<file path="config.mk">
export PLATFORM = sky130hd
export DESIGN_NAME = dual_port_ram_bank
export DESIGN_NICKNAME = d
export VERILOG_FILES = /design/src/rtl/dpram_pkg.sv /design/src/rtl/dpram_rd_pipe.sv /design/src/rtl/dual_port_ram_bank.sv
export SDC_FILE = /design/constraint.sdc
export NUM_CORES = 1
export LEC_CHECK = 0
export ABC_AREA = 1
export CORE_MARGIN = 2
export CORE_UTILIZATION = 30
export DETAILED_ROUTE_END_ITERATION = 12
export HOLD_SLACK_MARGIN = 0.15
export PLACE_DENSITY = 0.52
export SYNTH_ARGS = -nofsm -noshare
export SYNTH_HDL_FRONTEND = slang
export SYNTH_SLANG_ARGS = --single-unit
</file>
<file path="constraint.sdc">
create_clock -name clk -period 2.2 [get_ports clk]
set_input_delay 0.44 -clock clk [delete_from_list [all_inputs] [get_ports clk]]
set_output_delay 0.44 -clock clk [all_outputs]
set_load 0.01 [all_outputs]
</file>
<file path="src/rtl/dpram_pkg.sv">
// dpram_pkg: shared helpers for the dual-port RAM bank (byte merge, strobe width, latency check)
package dpram_pkg;
   function automatic int strb_w(input int data_w);
      return data_w / 8;
   endfunction
   function automatic bit rd_lat_ok(input int lat);
      return lat == 1 || lat == 2;
   endfunction
   function automatic logic [7:0] byte_merge(input logic [7:0] old_b, input logic [7:0] new_b, input logic strb);
      return strb ? new_b : old_b;
   endfunction
endpackage

</file>
<file path="src/rtl/dpram_rd_pipe.sv">
// dpram_rd_pipe: per-port read data/valid pipeline of depth LAT with async reset
//   clk, rst   : clock, async active-high reset (clears every stage)
//   req        : read launched this edge
//   din        : array word for the launched read
//   dout/valid : read data (held between reads) and one-cycle completion flag
module dpram_rd_pipe #(
   parameter int W = 8,
   parameter int LAT = 1
) (
   input  logic         clk,
   input  logic         rst,
   input  logic         req,
   input  logic [W-1:0] din,
   output logic [W-1:0] dout,
   output logic         valid
);
   for (genvar i = 0; i < LAT; i++) begin : g_st
      logic         v;
      logic [W-1:0] d;
      logic         iv;
      logic [W-1:0] id;
      if (i == 0) begin : g_first
         assign iv = req;
         assign id = din;
      end else begin : g_next
         assign iv = g_st[i-1].v;
         assign id = g_st[i-1].d;
      end
      // data loads only with a valid token, so the last stage holds between reads
      always_ff @(posedge clk or posedge rst)
         if (rst) begin
            v <= 1'b0;
            d <= '0;
         end else begin
            v <= iv;
            if (iv) d <= id;
         end
   end
   assign dout  = g_st[LAT-1].d;
   assign valid = g_st[LAT-1].v;
endmodule

</file>
<file path="src/rtl/dual_port_ram_bank.sv">
// dual_port_ram_bank: true dual-port byte-strobed RAM with RD_LAT read pipeline and collision flag
//   clk, rst              : clock, async active-high reset (array contents are kept)
//   ena/enb, wea/web      : port enable, write select (1 = write, 0 = read)
//   addra/addrb           : word address
//   dina/dinb, wstrba/b   : write data and byte strobes
//   douta/doutb, valida/b : read data and read-complete flag
//   collision             : same-address access with at least one write in the previous cycle
module dual_port_ram_bank
   import dpram_pkg::*;
#(
   parameter int DATA_W = 8,
   parameter int ADDR_W = 3,
   parameter int RD_LAT = 1,
   parameter int INIT_PATTERN = 1
) (
   input  logic                clk,
   input  logic                rst,
   input  logic                ena,
   input  logic                enb,
   input  logic                wea,
   input  logic                web,
   input  logic [ADDR_W-1:0]   addra,
   input  logic [ADDR_W-1:0]   addrb,
   input  logic [DATA_W-1:0]   dina,
   input  logic [DATA_W-1:0]   dinb,
   input  logic [DATA_W/8-1:0] wstrba,
   input  logic [DATA_W/8-1:0] wstrbb,
   output logic [DATA_W-1:0]   douta,
   output logic [DATA_W-1:0]   doutb,
   output logic                valida,
   output logic                validb,
   output logic                collision
);
   localparam int DEPTH = 1 << ADDR_W;
   localparam int STRB_W = strb_w(DATA_W);
   if (DATA_W % 8 != 0 || !rd_lat_ok(RD_LAT)) begin : g_bad_param
      $error("dual_port_ram_bank: DATA_W must be a multiple of 8 and RD_LAT must be 1 or 2");
   end
   typedef logic [DATA_W-1:0] mem_t [DEPTH];
   function automatic mem_t init_mem();
      mem_t m;
      for (int i = 0; i < DEPTH; i++) m[i] = INIT_PATTERN != 0 ? DATA_W'(i) : '0;
      return m;
   endfunction
   mem_t mem = init_mem();
   logic              wr_a, wr_b, same_wr;
   logic [DATA_W-1:0] wd_a, wd_b;
   assign wr_a    = ena & wea;
   assign wr_b    = enb & web;
   assign same_wr = wr_a & wr_b & (addra == addrb);
   // on a same-address double write, A merges on top of B's merged word so A wins overlapping bytes
   always_comb begin
      wd_a = '0;
      wd_b = '0;
      for (int k = 0; k < STRB_W; k++) begin
         wd_b[k*8+:8] = byte_merge(mem[addrb][k*8+:8], dinb[k*8+:8], wstrbb[k]);
         wd_a[k*8+:8] = byte_merge(same_wr ? wd_b[k*8+:8] : mem[addra][k*8+:8], dina[k*8+:8], wstrba[k]);
      end
   end
   // A is assigned last so its combined word is the one that lands on an address clash
   always_ff @(posedge clk) begin
      if (wr_b) mem[addrb] <= wd_b;
      if (wr_a) mem[addra] <= wd_a;
   end
   always_ff @(posedge clk or posedge rst)
      if (rst) collision <= 1'b0;
      else collision <= ena & enb & (addra == addrb) & (wea | web);
   dpram_rd_pipe #(.W(DATA_W), .LAT(RD_LAT)) u_pipe_a (
      .clk(clk), .rst(rst), .req(ena & ~wea), .din(mem[addra]), .dout(douta), .valid(valida)
   );
   dpram_rd_pipe #(.W(DATA_W), .LAT(RD_LAT)) u_pipe_b (
      .clk(clk), .rst(rst), .req(enb & ~web), .din(mem[addrb]), .dout(doutb), .valid(validb)
   );
endmodule

</file>
==> impl_metrics.toml <==
[clock_tree]
path_clk_slew_ns = 0.06
cts_tree = "built"
cts.sinks = 83
postCtsSetupRepairBufs = 0
htreeDepth = 3
clock_path_buffers = 2
cts_buffers = 9
clkLatencyLatePin_ns = 0.35
clockRootBuffer = "clkbuf_16"

[worst_setup_path]
crit_type = "in -> reg"
max_stage_delay_ns = 0.48
endpoint_kind = "register"
cp.arrival_ns = 2.08
slowest_stage = "clkdlybuf4s50_1"
critPathTopFamily = "buffers and inverters"
crit_chain = "clkdlybuf4s50_1, buf_4, buf_12, nand2_1, nand2_1, nand2_1, nand3_1, nand2_1, inv_1, nand2_2, nand2_4, nand2_1, nand2_1"
cp.required_ns = 2.31
crit_buf_inv = 4
startpoint_type = "input pin"
crit_fanout = 13
path_common_cell = "nand2_1"

[sta]
period_share_pct = 89.63
finalCriticalPeriod_ns = 1.972
finalSetupViolCount = 0
fmax_ghz = 0.5071
slew_viol_final = 0
slew_headroom_pct = 77.28
hold_viol = 0
worst_slew_pin_slew_ns = 0.3372
rsz0062_at_grt = "no"
fin_skew_ns = 0.005557

[synthesis]
syn-num-nets = 855
synth_fa_ha_area_share_pct = 0
yosysSeqAreaShare_pct = 43.46
muxShareOfSynthArea_pct = 0
synth.area.top_cells = "edfxtp_1, nand2_1, dfrtp_1, inv_1, nand3_1"
ys_seq_elements = 83
yosys.area_share.simple_pct = 43.68
syn-cell-area_um2 = 5517
yosysWarnings = 0
synth_xor_area_share_pct = 0.1588
synth_top_cell_by_area = "edfxtp_1"
netlist_instances = 825
synth.avg_cell_area_um2 = 6.687
synth_top_family_by_area = "simple AND/OR/NAND/NOR gates"
synth_compound_area_share_pct = 3.357
netlist-cell-type-count = 25
netlist.area_leader.share_pct = 34.84

[cells_and_area]
final_layout_size_suffix_gt1_share_pct = 16.91
diodes = 0
final_area_um2 = 7430
area_growth_pct = 34.68
finalNetCount = 1002

[pwr]
seqPwrFrac_pct = 41.9
power_mw = 4.386
p_sw_share_pct = 28.99
p_int_mw = 3.114
leakage_nw = 3.873
ir_drop_uv = 335.4
p_per_area_nw_per_um2 = 590.3
power_switching_mw = 1.272
combPwrFrac_pct = 23.8
clkPwrFrac_pct = 34.3

[floorplan]
fp.dieW_um = 139.6
core_area_um2 = 18020
rows = 49
initial_core_util_pct = 30.61
ios = 49
fp.dieH_um = 139.6
dieArea_um2 = 19490

[hold_path]
worstHoldPathType = "in -> async"

[global_routing]
use_met2_pct = 32.66
grt_pass1_wl_um = 30630
grt-ovfl-total = 0
grt_start_max_net_pins = 28
antenna_found_initial = 0
track_usage_pct = 20.96
grtUsageMet1_pct = 29.40
busiest_layer = "met2"
grt_pass1_vias = 5081
use_met3_pct = 2.478

[route]
num_vias = 5511
drc = 0
wl_per_cell_um = 16.77
antenna_left = 0
drt_first_pass_iters = 5
wirelength_um = 20210
viasPerCell = 4.573
drt_iter0_drc = 450

[placed_design]
placed_area_um2 = 7079
gp_congestion = 0.9043
post-dp-hpwl_um = 15290
io_buffer_count = 48

[status]
outcome = "completed"

[run]
cap_violations = 0
-- layout make-up --
cell class	count	area, um2
clock buffer	10	229.0
clock inverter	5	55.05
fill	1925	10600
inverter	95	357.8
multi-input combinational	622	2628
sequential	83	2397
tap	229	286.5
timing repair buffer	161	1476
-- worst min-delay path, cell delays in order --
cell and delay, ns:
clkdlybuf4s50_1 0.40, inv_1 0.05, buf_4 0.25
-- flip-flops by register name, indices dropped and copies added (netlist names) --
name,flops
collision,1
u_pipe_a.valid,1
u_pipe_b.valid,1
mem,64
u_pipe_a.dout,8
u_pipe_b.dout,8
-- power by group through the flow --
stage | clock [mW] | sequential, mW | combinational [mW]
2_1_floorplan | 0 | 1.88 | 0.468
3_3_place_gp | 0 | 1.87 | 1.02
3_5_place_dp | 0 | 1.87 | 1.02
4_1_cts | 1.53 | 1.84 | 1.03
5_1_grt | 1.57 | 1.85 | 1.14
6_report | 1.50 | 1.84 | 1.05
-- timing repair --
action / 4_1_cts / 5_1_grt
endpoints found under the setup margin: 5 / 71
hold buffers: 0 / 0
pin swaps: 0 / 2
resized for setup: 1 / 12
gates cloned: 0 / 1
hold endpoints to repair: 0 / 0
-- cells in the mapped netlist (all sizes together) --
master  instances
clkinv          8
edfxtp         64
xnor2           1
nor3            1
clkbuf          4
buf            21
o31ai           4
o21ai          21
dfrtp          19
inv            87
a31oi           8
nor2           22
nand4           1
nand2         507
nand3          57
-- cells in the final DEF (no fill, tap or decap) --
master and n:
nand2_1 485, buf_4 101, inv_1 85, edfxtp_1 64, nand3_1 57, clkdlybuf4s50_1 44, dfrtp_1 19, nand2_2 14
o21ai_0 13, nor2_1 11, clkbuf_16 10, nor2_2 9, buf_12 9, a31oi_1 8, nand2_4 8, o21ai_1 7
clkinv_1 7, o31ai_1 4, dlymetal6s2s_1 4, clkinv_2 3, inv_2 2, nor2_4 2, clkinvlp_4 2, buf_6 2
xnor2_1 1, nand4_4 1, o21ai_2 1, nor3_1 1, bufinv_16 1, clkbuf_1 1
-- routing by layer --
layer | vias to the layer above | part of all wire, % | routed length (um)
met2 | 212 | 45 | 9060
met5 | - | 0 | 0
met1 | 2431 | 46 | 9300
li1 | 2831 | - | -
met3 | 37 | 5.6 | 1134
met4 | 0 | 3.5 | 712
-- metrics by stage --
step,worst slack [ns],instances,hold slack [ns],setup TNS [ns],utilization [%]
2_1_floorplan,0.1803,825,0.3911,0,-
3_3_place_gp,-0.3589,1189,0.4622,-25.64,39.28
3_5_place_dp,-0.3688,1189,0.4709,-26.18,39.28
4_1_cts,0.02103,1204,0.4154,0,40.88
5_1_grt,0.1229,1205,0.4517,0,41.22
6_report,0.2281,1205,0.4149,0,41.22
-- final timing paths --
path                                  start                to  slack [ns]  depth (start not counted)
min in group clk           u_pipe_b.dout[7]  u_pipe_b.dout[7]        0.49                          2
max in group asynchronous               rst         collision        1.59                          3
setup reg to reg                  mem[6][3]         mem[4][3]        0.49                         10
hold reg to reg            u_pipe_b.dout[7]  u_pipe_b.dout[7]        0.49                          2
setup / recovery                   addra[1]         mem[2][7]        0.23                         13
hold / removal                          rst  u_pipe_b.dout[4]        0.41                          3
-- cell families (layout without fill, tap and decap cells) --
kind of cell | after synthesis | in the layout
AO/OA/AOI/OAI | 33 | 33
XOR/XNOR | 1 | 1
buffers and inverters | 120 | 271
flip-flops | 83 | 83
AND/OR/NAND/NOR | 588 | 588
Note: power is estimated with default switching activity, not from simulation.
